[src/rtl/valve_seq_pkg.sv]
`default_nettype none
// +----------------------------------------------------------------------+
// | Module  : valve_seq_pkg                                              |
// | Brief   : Shared state enum, valve levels and pump phase patterns    |
// | Revision: 1.0                                                        |
// +----------------------------------------------------------------------+
package valve_seq_pkg;

  typedef enum logic [2:0] {
    ST_IDLE     = 3'd0,
    ST_FILL     = 3'd1,
    ST_MIX      = 3'd2,
    ST_DISPENSE = 3'd3,
    ST_DONE     = 3'd4
  } state_e;

  localparam logic VALVE_OPEN   = 1'b0;
  localparam logic VALVE_CLOSED = 1'b1;

  localparam logic [2:0] PUMP_PH_A       = 3'b011;
  localparam logic [2:0] PUMP_PH_B       = 3'b101;
  localparam logic [2:0] PUMP_PH_C       = 3'b110;
  localparam logic [2:0] PUMP_ALL_OPEN   = 3'b000;
  localparam logic [2:0] PUMP_ALL_CLOSED = 3'b111;

  function automatic logic [2:0] pump_pattern(input logic [1:0] ph);
    case (ph)
      2'd0:    pump_pattern = PUMP_PH_A;
      2'd1:    pump_pattern = PUMP_PH_B;
      default: pump_pattern = PUMP_PH_C;
    endcase
  endfunction

endpackage
`default_nettype wire

[src/rtl/valve_seq_ctrl_if.sv]
`default_nettype none
// +----------------------------------------------------------------------+
// | Module  : valve_seq_ctrl_if                                          |
// | Brief   : Valid/ready command channel into the valve sequencer       |
// | Revision: 1.0                                                        |
// +----------------------------------------------------------------------+
interface valve_seq_ctrl_if #(
  parameter int LVL   = 2,
  parameter int ROT_W = 8
) ();
  logic             cmd_valid;
  logic             cmd_ready;
  logic [LVL-1:0]   cmd_chan;
  logic [ROT_W-1:0] cmd_rot;

  modport master (output cmd_valid, cmd_chan, cmd_rot, input cmd_ready);
  modport slave  (input cmd_valid, cmd_chan, cmd_rot, output cmd_ready);
endinterface
`default_nettype wire

[src/rtl/pump_phase_gen.sv]
`default_nettype none
// +----------------------------------------------------------------------+
// | Module  : pump_phase_gen                                             |
// | Brief   : Dwell counter and three-phase peristaltic pattern source   |
// | Revision: 1.0                                                        |
// +----------------------------------------------------------------------+
module pump_phase_gen
  import valve_seq_pkg::*;
#(
  parameter int PHASE_DWELL = 4
) (
  input  logic       clk,
  input  logic       rst_n,
  input  logic       enable,
  input  logic       start,
  input  logic [2:0] park_pat,
  output logic [2:0] pump_v,
  output logic       rot_done
);

  localparam int DW_W = (PHASE_DWELL > 1) ? $clog2(PHASE_DWELL) : 1;
  localparam logic [DW_W-1:0] DWELL_LAST = DW_W'(PHASE_DWELL - 1);

  logic [1:0]      phase_q, phase_d;
  logic [DW_W-1:0] dwell_q, dwell_d;
  logic [2:0]      pump_q, pump_d;
  logic            phase_end;

  assign phase_end = (dwell_q == DWELL_LAST);
  // Depends on flops only, so the parent FSM can use it without a loop.
  assign rot_done  = phase_end && (phase_q == 2'd2);
  assign pump_v    = pump_q;

  always_comb begin
    phase_d = phase_q;
    dwell_d = dwell_q;
    pump_d  = pump_q;
    if (start) begin
      phase_d = 2'd0;
      dwell_d = '0;
      pump_d  = PUMP_PH_A;
    end else if (enable) begin
      if (phase_end) begin
        dwell_d = '0;
        phase_d = (phase_q == 2'd2) ? 2'd0 : phase_q + 2'd1;
        pump_d  = pump_pattern(phase_d);
      end else begin
        dwell_d = dwell_q + 1'b1;
      end
    end else begin
      phase_d = 2'd0;
      dwell_d = '0;
      pump_d  = park_pat;
    end
  end

  always_ff @(posedge clk or negedge rst_n) begin
    if (!rst_n) begin
      phase_q <= 2'd0;
      dwell_q <= '0;
      pump_q  <= PUMP_ALL_CLOSED;
    end else begin
      phase_q <= phase_d;
      dwell_q <= dwell_d;
      pump_q  <= pump_d;
    end
  end

endmodule
`default_nettype wire

[src/rtl/valve_seq_ctrl.sv]
`default_nettype none
// +----------------------------------------------------------------------+
// | Module  : valve_seq_ctrl                                             |
// | Brief   : Fill / mix / dispense sequencer for mixer ring + mux tree. |
// |           VALVE_SEQ_ABORT_EN adds a synchronous abort input.         |
// | Revision: 1.0                                                        |
// +----------------------------------------------------------------------+
module valve_seq_ctrl
  import valve_seq_pkg::*;
#(
  parameter int N_CHAN      = 4,
  parameter int ROT_W       = 8,
  parameter int SETTLE      = 8,
  parameter int PHASE_DWELL = 4,
  parameter int FLUSH       = 16
) (
  input  logic                          clk,
  input  logic                          rst_n,
`ifdef VALVE_SEQ_ABORT_EN
  input  logic                          abort,
`endif
  valve_seq_ctrl_if.slave               cmd,
  output logic                          busy,
  output logic                          done,
  output logic                          inlet_v,
  output logic                          outlet_v,
  output logic [2:0]                    pump_v,
  output logic [2*$clog2(N_CHAN)-1:0]   mux_v
);

  localparam int LVL     = $clog2(N_CHAN);
  localparam int CNT_MAX = (SETTLE > FLUSH) ? SETTLE : FLUSH;
  localparam int CNT_W   = $clog2(CNT_MAX + 1);

  localparam logic [CNT_W-1:0] SETTLE_LAST = CNT_W'(SETTLE - 1);
  localparam logic [CNT_W-1:0] FLUSH_LAST  = CNT_W'(FLUSH - 1);
  localparam logic [ROT_W-1:0] ROT_ONE     = ROT_W'(1);

  state_e             state_q, state_d;
  logic [CNT_W-1:0]   cnt_q, cnt_d;
  logic [LVL-1:0]     chan_q, chan_d;
  logic [ROT_W-1:0]   rot_q, rot_d;
  logic               busy_q, busy_d;
  logic               ready_q, ready_d;
  logic               done_q, done_d;
  logic               inlet_q, inlet_d;
  logic               outlet_q, outlet_d;
  logic [2*LVL-1:0]   mux_q, mux_d;
  logic [2*LVL-1:0]   mux_disp_w;
  logic               abort_w;
  logic               rot_done_w;
  logic               pump_start_w;
  logic               pump_en_w;
  logic [2:0]         pump_park_w;

`ifdef VALVE_SEQ_ABORT_EN
  assign abort_w = abort;
`else
  assign abort_w = 1'b0;
`endif

  // Level k opens the branch selected by chan bit k; pair = {bit=1 line, bit=0 line}.
  for (genvar k = 0; k < LVL; k++) begin : g_mux
    assign mux_disp_w[2*k+1] = chan_q[k] ? VALVE_OPEN   : VALVE_CLOSED;
    assign mux_disp_w[2*k]   = chan_q[k] ? VALVE_CLOSED : VALVE_OPEN;
  end

  always_comb begin
    state_d = state_q;
    cnt_d   = cnt_q;
    chan_d  = chan_q;
    rot_d   = rot_q;
    case (state_q)
      ST_IDLE: begin
        if (cmd.cmd_valid && ready_q) begin
          chan_d  = cmd.cmd_chan;
          rot_d   = cmd.cmd_rot;
          cnt_d   = SETTLE_LAST;
          state_d = ST_FILL;
        end
      end
      ST_FILL: begin
        if (abort_w || (cnt_q == '0 && rot_q == '0)) begin
          state_d = ST_DISPENSE;
          cnt_d   = FLUSH_LAST;
        end else if (cnt_q == '0) begin
          state_d = ST_MIX;
        end else begin
          cnt_d = cnt_q - 1'b1;
        end
      end
      ST_MIX: begin
        if (abort_w || (rot_done_w && rot_q == ROT_ONE)) begin
          state_d = ST_DISPENSE;
          cnt_d   = FLUSH_LAST;
        end else if (rot_done_w) begin
          rot_d = rot_q - 1'b1;
        end
      end
      ST_DISPENSE: begin
        if (cnt_q == '0) begin
          state_d = ST_DONE;
        end else begin
          cnt_d = cnt_q - 1'b1;
        end
      end
      ST_DONE: state_d = ST_IDLE;
      default: state_d = ST_IDLE;
    endcase

    // Outputs are decoded from the next state so every valve line is a flop.
    inlet_d  = (state_d == ST_FILL)     ? VALVE_OPEN : VALVE_CLOSED;
    outlet_d = (state_d == ST_DISPENSE) ? VALVE_OPEN : VALVE_CLOSED;
    mux_d    = (state_d == ST_DISPENSE) ? mux_disp_w : {(2*LVL){VALVE_CLOSED}};
    busy_d   = (state_d != ST_IDLE);
    ready_d  = (state_d == ST_IDLE);
    done_d   = (state_d == ST_DONE);
  end

  assign pump_start_w = (state_d == ST_MIX) && (state_q != ST_MIX);
  assign pump_en_w    = (state_d == ST_MIX) && (state_q == ST_MIX);
  assign pump_park_w  = ((state_d == ST_FILL) || (state_d == ST_DISPENSE)) ?
                        PUMP_ALL_OPEN : PUMP_ALL_CLOSED;

  pump_phase_gen #(
    .PHASE_DWELL (PHASE_DWELL)
  ) u_pump (
    .clk      (clk),
    .rst_n    (rst_n),
    .enable   (pump_en_w),
    .start    (pump_start_w),
    .park_pat (pump_park_w),
    .pump_v   (pump_v),
    .rot_done (rot_done_w)
  );

  always_ff @(posedge clk or negedge rst_n) begin
    if (!rst_n) begin
      state_q  <= ST_IDLE;
      cnt_q    <= '0;
      chan_q   <= '0;
      rot_q    <= '0;
      busy_q   <= 1'b0;
      ready_q  <= 1'b1;
      done_q   <= 1'b0;
      inlet_q  <= VALVE_CLOSED;
      outlet_q <= VALVE_CLOSED;
      mux_q    <= {(2*LVL){VALVE_CLOSED}};
    end else begin
      state_q  <= state_d;
      cnt_q    <= cnt_d;
      chan_q   <= chan_d;
      rot_q    <= rot_d;
      busy_q   <= busy_d;
      ready_q  <= ready_d;
      done_q   <= done_d;
      inlet_q  <= inlet_d;
      outlet_q <= outlet_d;
      mux_q    <= mux_d;
    end
  end

  assign cmd.cmd_ready = ready_q;
  assign busy          = busy_q;
  assign done          = done_q;
  assign inlet_v       = inlet_q;
  assign outlet_v      = outlet_q;
  assign mux_v         = mux_q;

endmodule
`default_nettype wire

[src/flat_wrapper.sv]
// flat-port wrapper written by rule: the top's interface ports become plain ports
module valve_seq_ctrl_flat import valve_seq_pkg::*;
#(
  parameter int N_CHAN      = 4,
  parameter int ROT_W       = 8,
  parameter int SETTLE      = 8,
  parameter int PHASE_DWELL = 4,
  parameter int FLUSH       = 16
)
  (clk, rst_n, busy, done, inlet_v, outlet_v, pump_v, mux_v, cmd_cmd_valid, cmd_cmd_chan, cmd_cmd_rot, cmd_cmd_ready);
  valve_seq_ctrl_if #(.LVL(2), .ROT_W(ROT_W)) cmd_i ();
  input  logic clk;
  input  logic rst_n;
  output logic busy;
  output logic done;
  output logic inlet_v;
  output logic outlet_v;
  output logic [2:0] pump_v;
  output logic [2*$clog2(N_CHAN)-1:0] mux_v;
  input wire logic [$bits(cmd_i.cmd_valid)-1:0] cmd_cmd_valid;
  input wire logic [$bits(cmd_i.cmd_chan)-1:0] cmd_cmd_chan;
  input wire logic [$bits(cmd_i.cmd_rot)-1:0] cmd_cmd_rot;
  output wire logic [$bits(cmd_i.cmd_ready)-1:0] cmd_cmd_ready;
  assign cmd_i.cmd_valid = cmd_cmd_valid;
  assign cmd_i.cmd_chan = cmd_cmd_chan;
  assign cmd_i.cmd_rot = cmd_cmd_rot;
  assign cmd_cmd_ready = cmd_i.cmd_ready;
  valve_seq_ctrl #(.N_CHAN(N_CHAN), .ROT_W(ROT_W), .SETTLE(SETTLE), .PHASE_DWELL(PHASE_DWELL), .FLUSH(FLUSH)) u_core (.clk(clk), .rst_n(rst_n), .cmd(cmd_i), .busy(busy), .done(done), .inlet_v(inlet_v), .outlet_v(outlet_v), .pump_v(pump_v), .mux_v(mux_v));
endmodule
[config.mk]
export PLATFORM = sky130hd
export DESIGN_NAME = valve_seq_ctrl_flat
export DESIGN_NICKNAME = d
export VERILOG_FILES = /design/src/rtl/valve_seq_pkg.sv /design/src/rtl/valve_seq_ctrl_if.sv /design/src/rtl/pump_phase_gen.sv /design/src/rtl/valve_seq_ctrl.sv /design/src/flat_wrapper.sv
export SDC_FILE = /design/constraint.sdc
export NUM_CORES = 1
export LEC_CHECK = 0
export ABC_AREA = 0
export CORE_ASPECT_RATIO = 1.2
export CORE_MARGIN = 1
export CORE_UTILIZATION = 45
export DETAILED_ROUTE_END_ITERATION = 6
export PLACE_DENSITY = 0.78
export SLEW_MARGIN = 20
export SYNTH_ARGS = -nofsm -noshare
export SYNTH_HDL_FRONTEND = slang
export SYNTH_HIERARCHICAL = 1
export SYNTH_SLANG_ARGS = --single-unit
export TNS_END_PERCENT = 30
[constraint.sdc]
create_clock -name clk -period 3.15 [get_ports clk]
set_clock_uncertainty 0.2 [all_clocks]
set_input_delay 0.63 -clock clk [delete_from_list [all_inputs] [get_ports clk]]
set_output_delay 0.63 -clock clk [all_outputs]
set_load 0.02 [all_outputs]
==> run_results.csv, run 1 <==
group,metric,value,unit
detailed_routing,final_antenna_net_count,0,
synthesis,avgSynthCellArea,10.7,µm²
floorplanning,die-area,4240,µm²
place,placed_cells,242,
floorplanning,die_height,71.1,µm
cells_and_area,fin_area,2190,µm²
synthesis,syn_nets,186,
sta,finalCriticalPeriod,2.84,ns
cells_and_area,fin_util,58.9,%
sta,slew_headroom,47.3,%
cells_and_area,fin_nets,217,
critical_path,critPathMostFrequentCell,"inv_1",
critical_path,crit_end,"u_core/u_pump/pump_v[0]",
cells_and_area,drive_above_1_share,18.0,%
synthesis,synth-seq-area-share,48.2,%
cells_and_area,area_growth,22.5,%
synthesis,yosysUniqueCellTypes,56,
critical_path,cp_data_arrival_time,2.85,ns
floorplanning,coreArea,3720,µm²
critical_path,cp-start-kind,"register",
synthesis,yosysWarnings,6,
synthesis,syn-instance-count,168,
sta,fin_ws,0.305,ns
critical_path,crit_chain,"inv_1 -> ha_1 -> or4b_4 -> a21oi_1 -> o211ai_1 -> buf_4 -> nor2_1 -> inv_1 -> a221o_1",
synthesis,ys_ff_latch,34,
worst_hold_path,hp-class,"register to register",
floorplanning,pin_count,25,
power,switchingPower,0.818,mW
power,vdd_drop_max,0.466,mV
sta,fmaxAchievable,0.352,GHz
run_status,run_status,"completed",
global_routing,grt_usage,21.1,%
clock_network,cts_resized,0,
detailed_routing,vias,1467,
detailed_routing,drt_iter0_drc,61,
place,port_buffers,24,
detailed_routing,via_per_inst,5.82,
power,combPwrFrac,46.9,%
clock_network,clk_pin_slew,0.07,ns
place,place_area,2090,µm²
synthesis,synth_edf_count,0,
sta,finalSetupViolCount,0,
clock_network,cts_buffer_depth,2,
detailed_routing,avgRoutedWirePerCell,15.4,µm
power,p_int,1.29,mW
place,globalplace.congestion,0.819,
critical_path,cp_max_fo,8,
clock_network,cts_tree,"built",
clock_network,ctsHtreeMaxLevel,2,
place,hpwlAfterDp,2.79,mm
critical_path,critPathMaxStageDelay,0.49,ns
place,pre_cts_ws,0.271,ns
sta,maxSlewViolCount,0,
critical_path,cp_data_required_time,3.15,ns
sta,max_slew.worst_pin.slew,0.779,ns
critical_path,r2r_slack,0.31,ns
cells_and_area,n_antenna_cell,0,
power,p_seq_share,37.7,%
floorplanning,die_x,59.6,µm
clock_network,cts_buffers,5,
critical_path,reg2reg_from,"u_core/cnt_q[0]",
critical_path,cp-end-kind,"register",
clock_network,cts-root-buf,"clkbuf_8",
synthesis,synthesis.area,1790,µm²
critical_path,ff2ff_path_depth,9,
sta,finalCritPeriodShare,90.3,%
clock_network,clock_sinks,34,
power,swShare,38.9,%
critical_path,crit_path_start,"u_core/cnt_q[0]",
critical_path,cp_num_buf_inv,3,
global_routing,grt-ovfl-total,0,
critical_path,crit_type,"register to register",
floorplanning,row_count,24,
clock_network,clock_latency,0.28,ns
detailed_routing,drt_wl_total,3.88,mm
sta,setup_tns,0,ns
synthesis,synthFlopType,"dfrtp_1",
detailed_routing,route.detailed.drc,0,
critical_path,crit_path_top_delay_cell,"or4b_4",
power,powerDensity,959,nW/µm²
power,clkPwrFrac,15.5,%
cells_and_area,layoutNonFillerInstCount,252,
critical_path,timing.rr.end,"u_core/u_pump/pump_v[0]",
floorplanning,start_util,48.1,%
synthesis,async_flop_share,100,%
power,p_leak,0.912,nW
global_routing,antenna_found_initial,0,
sta,hold_violations,0,
job,maxCapViolCount,0,
critical_path,cp.depth,9,
global_routing,grt_pass1_wl,6.69,mm
global_routing,grt_max_degree,35,
global_routing,grt_pass1_vias,1496,
critical_path,cpLargestDelayFamily,"compound AO/OA/AOI/OAI gates",
sta,grt_setup_unrepaired,"false",
detailed_routing,drt_first_pass_iters,4,
power groups by stage:
| stage | combinational, mW | clock [mW] | sequential [mW] |
|---|---|---|---|
| 6_report | 0.987 | 0.325 | 0.793 |
| 3_5_place_dp | 0.951 | 0 | 0.798 |
| 4_1_cts | 0.958 | 0.336 | 0.791 |
| 2_1_floorplan | 0.594 | 0 | 0.841 |
| 3_3_place_gp | 0.919 | 0 | 0.788 |
| 5_1_grt | 1.09 | 0.358 | 0.815 |
kinds of logic after synthesis:
| kind of cell | Yosys count | share of synthesized area (%) |
|---|---|---|
| buf+inv | 16 | 4.26 |
| mux | 1 | 0.838 |
| compound gates | 43 | 19.2 |
| simple gates | 69 | 24.0 |
| flops | 34 | 48.2 |
| fa+ha+maj | 5 | 3.49 |
registers in the layout, indices dropped and copies added, names as in the netlist:
register               count
u_core/busy                1
u_core/chan_q              2
u_core/cmd.cmd_ready       1
u_core/cnt_q               5
u_core/done                1
u_core/inlet_v             1
u_core/mux_v               4
u_core/outlet_v            1
u_core/rot_q               8
u_core/state_q             3
u_core/u_pump/dwell_q      2
u_core/u_pump/phase_q      2
u_core/u_pump/pump_v       3
cell usage after synthesis (2+ instances only):
library cell  number  area (µm²)
clkbuf_1           2        7.51
dfstp_2           10         263
nand2_1           13        48.8
ha_1               5        62.6
and3_1             3        18.8
nor4_1             2        12.5
buf_4              2        15.0
inv_1             10        37.5
o22ai_1            5        31.3
nor2_1            12        45.0
a221o_1            3        30.0
a22oi_1            3        22.5
o2bb2ai_1          6        52.6
o21ai_0            5        25.0
nand2b_1           6        37.5
nand3_1            3        15.0
dfrtp_1           24         601
o21a_1             2        15.0
nor3_1             7        35.0
a21oi_1            5        25.0
nand3b_1           3        22.5
o31a_1             2        17.5
nor4b_1            2        17.5
area by class of cell:
class | instances | area [µm²]
fillers | 342 | 1530
flip-flops and latches | 34 | 863
multi-input cells | 118 | 852
repair buffers | 30 | 285
clock buffers | 7 | 86.3
well taps | 52 | 65.1
inverters | 10 | 37.5
clock inverters | 1 | 5.00
worst min-delay path by stage:
stage	from	end	slack (ns)	cells past startpoint
detailed placement	u_core/chan_q[1]	u_core/mux_v[3]	0.23	1
global placement	u_core/u_pump/dwell_q[0]	u_core/u_pump/dwell_q[0]	0.23	1
floorplan	rst_n	u_core/busy	0.13	0
CTS	u_core/u_pump/dwell_q[0]	u_core/u_pump/dwell_q[0]	0.25	1
finish	u_core/u_pump/dwell_q[0]	u_core/u_pump/dwell_q[0]	0.24	1
global route	u_core/u_pump/dwell_q[0]	u_core/u_pump/dwell_q[0]	0.27	1
per-stage QoR:
step,power [mW],hold slack [ns]
after global placement,1.71,0.229
after floorplan,1.44,0.134
after global routing,2.26,0.268
after CTS,2.09,0.246
final,2.11,0.244
after detailed placement,1.75,0.226
per-layer routing:
| layer | global-route usage, % | part of all wire, % |
|---|---|---|
| met5 | 0 | 0 |
| met4 | 10.3 | 1.9 |
| met3 | 4.39 | 5.4 |
| met2 | 35.3 | 51 |
| met1 | 25.2 | 41 |
placed cells by master (no fill, tap or decap), types with 2 or more instances in the layout:
master           instances
nand2_1                 13
nor4b_1                  2
buf_4                    6
a22oi_1                  3
nand3b_1                 3
o31a_1                   2
nand3_1                  3
nor4_1                   2
o22ai_1                  5
a221o_1                  3
o21a_1                   2
ha_1                     5
clkbuf_8                 6
nor2_1                  12
and3_1                   3
dfstp_2                 10
o21ai_0                  5
nor3_1                   7
o2bb2ai_1                6
clkdlybuf4s50_1         24
nand2b_1                 6
inv_1                   10
a21oi_1                  5
dfrtp_1                 24
repair_timing:
| action | CTS | global route |
|---|---|---|
| buffers inserted | 0 | 2 |
| endpoints found under the hold margin | 0 | 0 |
| hold buffers | 0 | 0 |
| endpoints found under the setup margin | 0 | 2 |
No activity file was read; power rests on OpenSTA's default activity.
==> inputs of run 2 (changes only) <==
--- a/config.mk
+++ b/config.mk
@@ -6,14 +6,13 @@
 export NUM_CORES = 1
 export LEC_CHECK = 0
 export ABC_AREA = 0
-export CORE_ASPECT_RATIO = 1.2
+export CORE_ASPECT_RATIO = 1.25
 export CORE_MARGIN = 1
 export CORE_UTILIZATION = 45
 export DETAILED_ROUTE_END_ITERATION = 6
-export PLACE_DENSITY = 0.78
+export PLACE_DENSITY = 0.77
 export SLEW_MARGIN = 20
 export SYNTH_ARGS = -nofsm -noshare
 export SYNTH_HDL_FRONTEND = slang
-export SYNTH_HIERARCHICAL = 1
 export SYNTH_SLANG_ARGS = --single-unit
 export TNS_END_PERCENT = 30
==> run_results.csv, run 2 <==
group,metric,value,unit
critical_path,crit_type,"register to register",
place,place_area,2120,µm²
clock_network,clock_latency,0.29,ns
run_status,run_status,"completed",
place,hpwlAfterDp,2.50,mm
critical_path,crit_path_top_delay_cell,"dfrtp_1",
clock_network,cts_buffer_depth,2,
synthesis,synth_area_leaders,"dfrtp_1 33%, dfstp_2 14%, nor2_1 5.5%, a21oi_1 4.9%, ha_1 4.1%",
sta,max_slew.worst_pin.slew,0.508,ns
clock_network,clock_sinks,34,
synthesis,synth-seq-area-share,46.8,%
global_routing,grt_usage,18.2,%
clock_network,cts_tree,"built",
floorplanning,coreArea,3850,µm²
floorplanning,die_height,73.6,µm
synthesis,ys_top_cells_by_count,"27 x nor2_1, 24 x dfrtp_1, 18 x a21oi_1",
critical_path,cp-start-kind,"register",
cells_and_area,layoutNonFillerInstCount,265,
synthesis,yosysWarnings,0,
cells_and_area,fillers,330,
floorplanning,pin_count,25,
detailed_routing,via_per_inst,5.35,
sta,fmaxAchievable,0.402,GHz
power,swShare,21.7,%
detailed_routing,final_antenna_net_count,0,
floorplanning,start_util,48.0,%
cells_and_area,regMostFlops,"u_core.rot_q",
power,p_seq_share,54.5,%
synthesis,ys_ff_latch,34,
critical_path,ff2ff_path_depth,7,
synthesis,avgSynthCellArea,9.87,µm²
critical_path,cp-end-kind,"register",
critical_path,r2r_slack,0.66,ns
clock_network,clk_pin_slew,0.07,ns
floorplanning,die-area,4360,µm²
global_routing,grt-ovfl-total,0,
cells_and_area,fin_area,2210,µm²
worst_hold_path,min_to,"u_core.mux_v[3]",
clock_network,cts-root-buf,"clkbuf_8",
sta,setup_tns,0,ns
power,clkPwrFrac,42.1,%
sta,whs,0.206,ns
cells_and_area,n_antenna_cell,0,
sta,finalCriticalPeriod,2.49,ns
critical_path,cp_max_fo,10,
cells_and_area,area_growth,19.8,%
synthesis,yosysUniqueCellTypes,51,
synthesis,synth_top_area_cell,"dfrtp_1",
place,placed_cells,257,
sta,hold_violations,0,
critical_path,timing.rr.end,"u_core.rot_q[1]",
cells_and_area,largest_reg_flops,8,
place,globalplace.congestion,0.900,
sta,grt_setup_unrepaired,"false",
power,p_int,0.628,mW
critical_path,crit_chain,"inv_1 -> ha_1 -> nor4b_1 -> nand4_2 -> nand3b_4 -> and3_1 -> mux2i_1",
place,port_buffers,24,
job,maxCapViolCount,0,
power,switchingPower,0.175,mW
sta,slew_headroom,66.0,%
critical_path,cp_data_required_time,3.16,ns
floorplanning,die_x,59.3,µm
worst_hold_path,hp-class,"register to register",
cells_and_area,mostFrequentLayoutCells,"27 x nor2_1, 24 x clkdlybuf4s50_1, 24 x dfrtp_1, 18 x a21oi_1, 10 x dfstp_2",
power,total_power,0.803,mW
power,p_leak,0.965,nW
synthesis,yosysMostFrequentCell,"nor2_1",
detailed_routing,avgRoutedWirePerCell,13.6,µm
synthesis,netlist.area_leader.share,32.5,%
synthesis,synth_edf_count,0,
critical_path,cp_num_buf_inv,1,
cells_and_area,seqCellArea,863,µm²
cells_and_area,multiInputGateArea,892,µm²
power,combPwrFrac,3.4,%
critical_path,critPathMaxStageDelay,0.40,ns
floorplanning,row_count,25,
critical_path,reg2reg_from,"u_core.rot_q[1]",
power,powerDensity,363,nW/µm²
worst_hold_path,hold_path_depth,1,
clock_network,holdBufCountCts,0,
sta,maxSlewViolCount,0,
synthesis,async_flop_share,100,%
detailed_routing,drt_wl_total,3.60,mm
global_routing,grt_pass1_wl,5.91,mm
global_routing,grt_max_degree,35,
clock_network,postCtsSetupRepairBufs,0,
synthesis,syn_nets,206,
cells_and_area,drive_above_1_share,19.4,%
cells_and_area,fin_nets,229,
global_routing,antenna_found_initial,0,
worst_hold_path,hp-start,"u_core.chan_q[1]",
power,vdd_drop_max,0.220,mV
global_routing,grt_pass1_vias,1367,
critical_path,cpLargestDelayFamily,"simple AND/OR/NAND/NOR gates",
detailed_routing,drt_iter0_drc,60,
detailed_routing,drt_first_pass_iters,4,
sta,finalSetupViolCount,0,
sta,finalCritPeriodShare,79.0,%
clock_network,cts_buffers,5,
synthesis,syn-instance-count,187,
clock_network,ctsHtreeMaxLevel,2,
detailed_routing,vias,1419,
clock_network,cts_resized,0,
synthesis,synthesis.area,1850,µm²
cells_and_area,layout_commonest_cell,"nor2_1",
critical_path,cp_data_arrival_time,2.50,ns
synthesis,synthFlopType,"dfrtp_1",
detailed_routing,route.detailed.drc,0,
## run 2: changes by cell type in the layout (fill, tap and decap cells not counted), moves of 4 or more
cell | previous run | this run
o22ai_1 | 5 | 1
buf_4 | 6 | 2
a21oi_1 | 5 | 18
nand2_1 | 13 | 7
a31oi_1 | 0 | 9
nor2_1 | 12 | 27
o2bb2ai_1 | 6 | 0
## run 2: metrics by stage
stage | worst slack [ns] | utilization, %
after CTS | 0.653 | 57.5
after global placement | 0.697 | 55.0
after floorplan | 0.929 | -
final | 0.663 | 57.5
after detailed placement | 0.648 | 55.0
after global routing | 0.430 | 57.5
## run 2: worst max path at each step
stage          depth (start not counted)               to             from
2_1_floorplan                          9  u_core.rot_q[6]  u_core.rot_q[1]
3_3_place_gp                           5  u_core.rot_q[6]    cmd_cmd_valid
3_5_place_dp                           7  u_core.rot_q[1]  u_core.rot_q[1]
4_1_cts                                7  u_core.rot_q[1]  u_core.rot_q[1]
5_1_grt                                7  u_core.rot_q[1]  u_core.rot_q[1]
6_report                               7  u_core.rot_q[1]  u_core.rot_q[1]
## run 2: layout make-up
type                            count  share of cell area (%)
Multi-Input combinational cell    133                    40.4
Sequential cell                    34                    39.0
Timing Repair Buffer               26                    11.5
Clock buffer                        6                    3.74
Tap cell                           54                    3.06
Inverter                           10                    1.70
Clock inverter                      2                   0.566
## run 2: worst reg2reg max path, stage by stage (launching register included)
cell,delay [ns]
dfrtp_1,0.40
inv_1,0.12
ha_1,0.15
nor4b_1,0.38
nand4_2,0.31
nand3b_4,0.23
and3_1,0.39
mux2i_1,0.23
## run 2: cells by family (layout without fill, tap and decap cells)
kind of cell    after synthesis  in the layout  share of synthesized area [%]
fa+ha+maj                     6              6                           4.07
buf+inv                      20             44                           4.88
simple gates                 73             73                           23.3
compound gates               48             48                           17.7
mux                           5              5                           2.85
xor+xnor                      1              1                          0.475
flops                        34             34                           46.8
## run 2: per-layer routing
layer / part of all wire (%) / track usage [%]
met1: 46 / 22.1
met2: 50 / 30.0
met3: 3.1 / 4.93
met4: 1.4 / 7.67
met5: 0 / 0
## run 2: power by group through the flow
stage | Clock, mW | Sequential (mW) | Combinational [mW]
6_report | 0.338 | 0.437 | 0.0272
5_1_grt | 0.364 | 0.437 | 0.0301
4_1_cts | 0.353 | 0.437 | 0.0280
3_5_place_dp | 0 | 0.445 | 0.0279
3_3_place_gp | 0 | 0.445 | 0.0280
2_1_floorplan | 0 | 0.445 | 0.00295
==> inputs of run 3 (changes only) <==
==> constraint.sdc (replaced) <==
create_clock -name clk -period 2.3 [get_ports clk]
set_clock_uncertainty 0.2 [all_clocks]
set_input_delay 0.46 -clock clk [delete_from_list [all_inputs] [get_ports clk]]
set_output_delay 0.46 -clock clk [all_outputs]
set_load 0.02 [all_outputs]
==> run_results.csv, run 3 (synthesis gave the netlist of run 2 again) <==
group,metric,value,unit
power,p_int,1.05,mW
clock_network,cts_buffer_depth,2,
run_status,run_status,"completed",
global_routing,grt_pass1_wl,7.08,mm
detailed_routing,drt_wl_total,4.29,mm
clock_network,cts_tree,"built",
detailed_routing,final_antenna_net_count,0,
critical_path,crit_type,"register to register",
power,switchingPower,0.251,mW
detailed_routing,avgRoutedWirePerCell,15.2,µm
power,vdd_drop_max,0.527,mV
global_routing,use_met3,5.63,%
sta,grt_setup_unrepaired,"true",
cells_and_area,area_growth,31.8,%
floorplanning,die_x,59.3,µm
floorplanning,pin_count,25,
place,hpwlAfterDp,2.86,mm
sta,max_slew.worst_pin.slew,0.497,ns
cells_and_area,n_antenna_cell,0,
cells_and_area,regMostFlops,"u_core.rot_q",
critical_path,r2r_slack,0.06,ns
cells_and_area,drive_above_1_share,26.8,%
worst_hold_path,hp-class,"register to register",
clock_network,cts-root-buf,"clkbuf_8",
job,maxCapViolCount,0,
detailed_routing,vias,1544,
global_routing,grt_pass1_vias,1590,
critical_path,cp_max_fo,5,
clock_network,cts_buffers,5,
detailed_routing,drt_iter0_drc,68,
detailed_routing,route.detailed.drc,0,
place,port_buffers,24,
power,powerDensity,537,nW/µm²
sta,finalCritPeriodShare,97.4,%
clock_network,clock_latency,0.29,ns
cells_and_area,fillers,311,
cells_and_area,largest_reg_flops,8,
global_routing,grt_max_degree,35,
power,p_leak,1.07,nW
detailed_routing,drt_first_pass_iters,4,
place,placed_cells,274,
sta,finalCriticalPeriod,2.24,ns
floorplanning,start_util,48.0,%
sta,finalSetupViolCount,0,
power,combPwrFrac,2.9,%
power,p_seq_share,45.9,%
clock_network,clk_pin_slew,0.07,ns
cells_and_area,layout_commonest_cell,"nor2_1",
floorplanning,coreArea,3850,µm²
clock_network,clock_sinks,34,
floorplanning,row_count,25,
floorplanning,die_height,73.6,µm
critical_path,cp-start-kind,"register",
clock_network,ctsHtreeMaxLevel,2,
place,globalplace.congestion,0.824,
global_routing,antenna_found_initial,0,
floorplanning,die-area,4360,µm²
global_routing,busiest_layer,"met2",
global_routing,grt_usage,22.4,%
sta,fmaxAchievable,0.446,GHz
critical_path,cp_data_required_time,2.32,ns
sta,hold_violations,0,
power,swShare,19.3,%
global_routing,grt-ovfl-total,0,
critical_path,cp_data_arrival_time,2.26,ns
sta,slew_headroom,66.7,%
sta,maxSlewViolCount,0,
power,clkPwrFrac,51.2,%
global_routing,use_met2,38.1,%
cells_and_area,layoutNonFillerInstCount,282,
cells_and_area,fin_nets,246,
sta,whs,0.204,ns
global_routing,grt_use_met1,25.8,%
cells_and_area,mostFrequentLayoutCells,"27 x nor2_1, 24 x clkdlybuf4s50_1, 24 x dfrtp_1, 18 x a21oi_1, 18 x buf_4",
critical_path,cp-end-kind,"register",
detailed_routing,via_per_inst,5.48,
-- run 3: final timing paths --
kind                                                  to              from  cells past startpoint
worst max register to register  u_core.u_pump.phase_q[0]   u_core.cnt_q[1]                      7
worst min register to register           u_core.mux_v[1]  u_core.chan_q[0]                      1
max in group asynchronous        u_core.u_pump.pump_v[1]             rst_n                      2
worst min-delay path                     u_core.mux_v[1]  u_core.chan_q[0]                      1
worst max-delay path            u_core.u_pump.phase_q[0]   u_core.cnt_q[1]                      7
min in group asynchronous               u_core.chan_q[1]             rst_n                      2
-- run 3: repair_timing --
action	CTS	global route
hold endpoints to repair	0	0
setup endpoints to repair	0	23
buffers inserted	0	0
gates resized for setup	0	7
hold buffers	0	0
-- run 3: metrics by stage --
step           util [%]  cell area (µm²)  worst slack [ns]  setup TNS [ns]  total power, mW
2_1_floorplan         -             1850            0.0787               0            0.613
3_3_place_gp       58.3             2240             0.112               0            0.647
3_5_place_dp       58.3             2240            0.0344               0            0.648
4_1_cts            61.9             2380            0.0141               0             1.32
5_1_grt            63.2             2430           -0.0338          -0.145             1.34
6_report           63.2             2430            0.0590               0             1.31
-- run 3: cell type report --
cell class	count	area, µm²	area share, %
tap	54	67.6	2.78
sequential	34	863	35.5
timing repair buffer	43	387	15.9
multi-input combinational	133	940	38.6
inverter	10	37.5	1.54
clock buffer	5	68.8	2.83
clock inverter	3	68.8	2.83
-- run 3: power groups by stage --
stage	logic, mW	clock network [mW]	registers [mW]
after detailed placement	0.0383	0	0.609
after floorplan	0.00403	0	0.609
after CTS	0.0386	0.679	0.598
final	0.0382	0.668	0.598
after global routing	0.0429	0.697	0.598
after global placement	0.0381	0	0.609
-- run 3: metal layers --
layer | share of wire [%] | vias up
li1 | - | 738
met1 | 41 | 757
met2 | 53 | 39
met3 | 3.0 | 10
met4 | 2.2 | 0
met5 | 0 | -
-- run 3: worst max-delay path, cell delays in order, from the launching register on --
cell and delay (ns):
dfrtp_1 0.40, inv_1 0.08, ha_1 0.17, or4b_4 0.51, a41oi_4 0.22, o311ai_4 0.16, or2_4 0.29, nor2_1 0.12
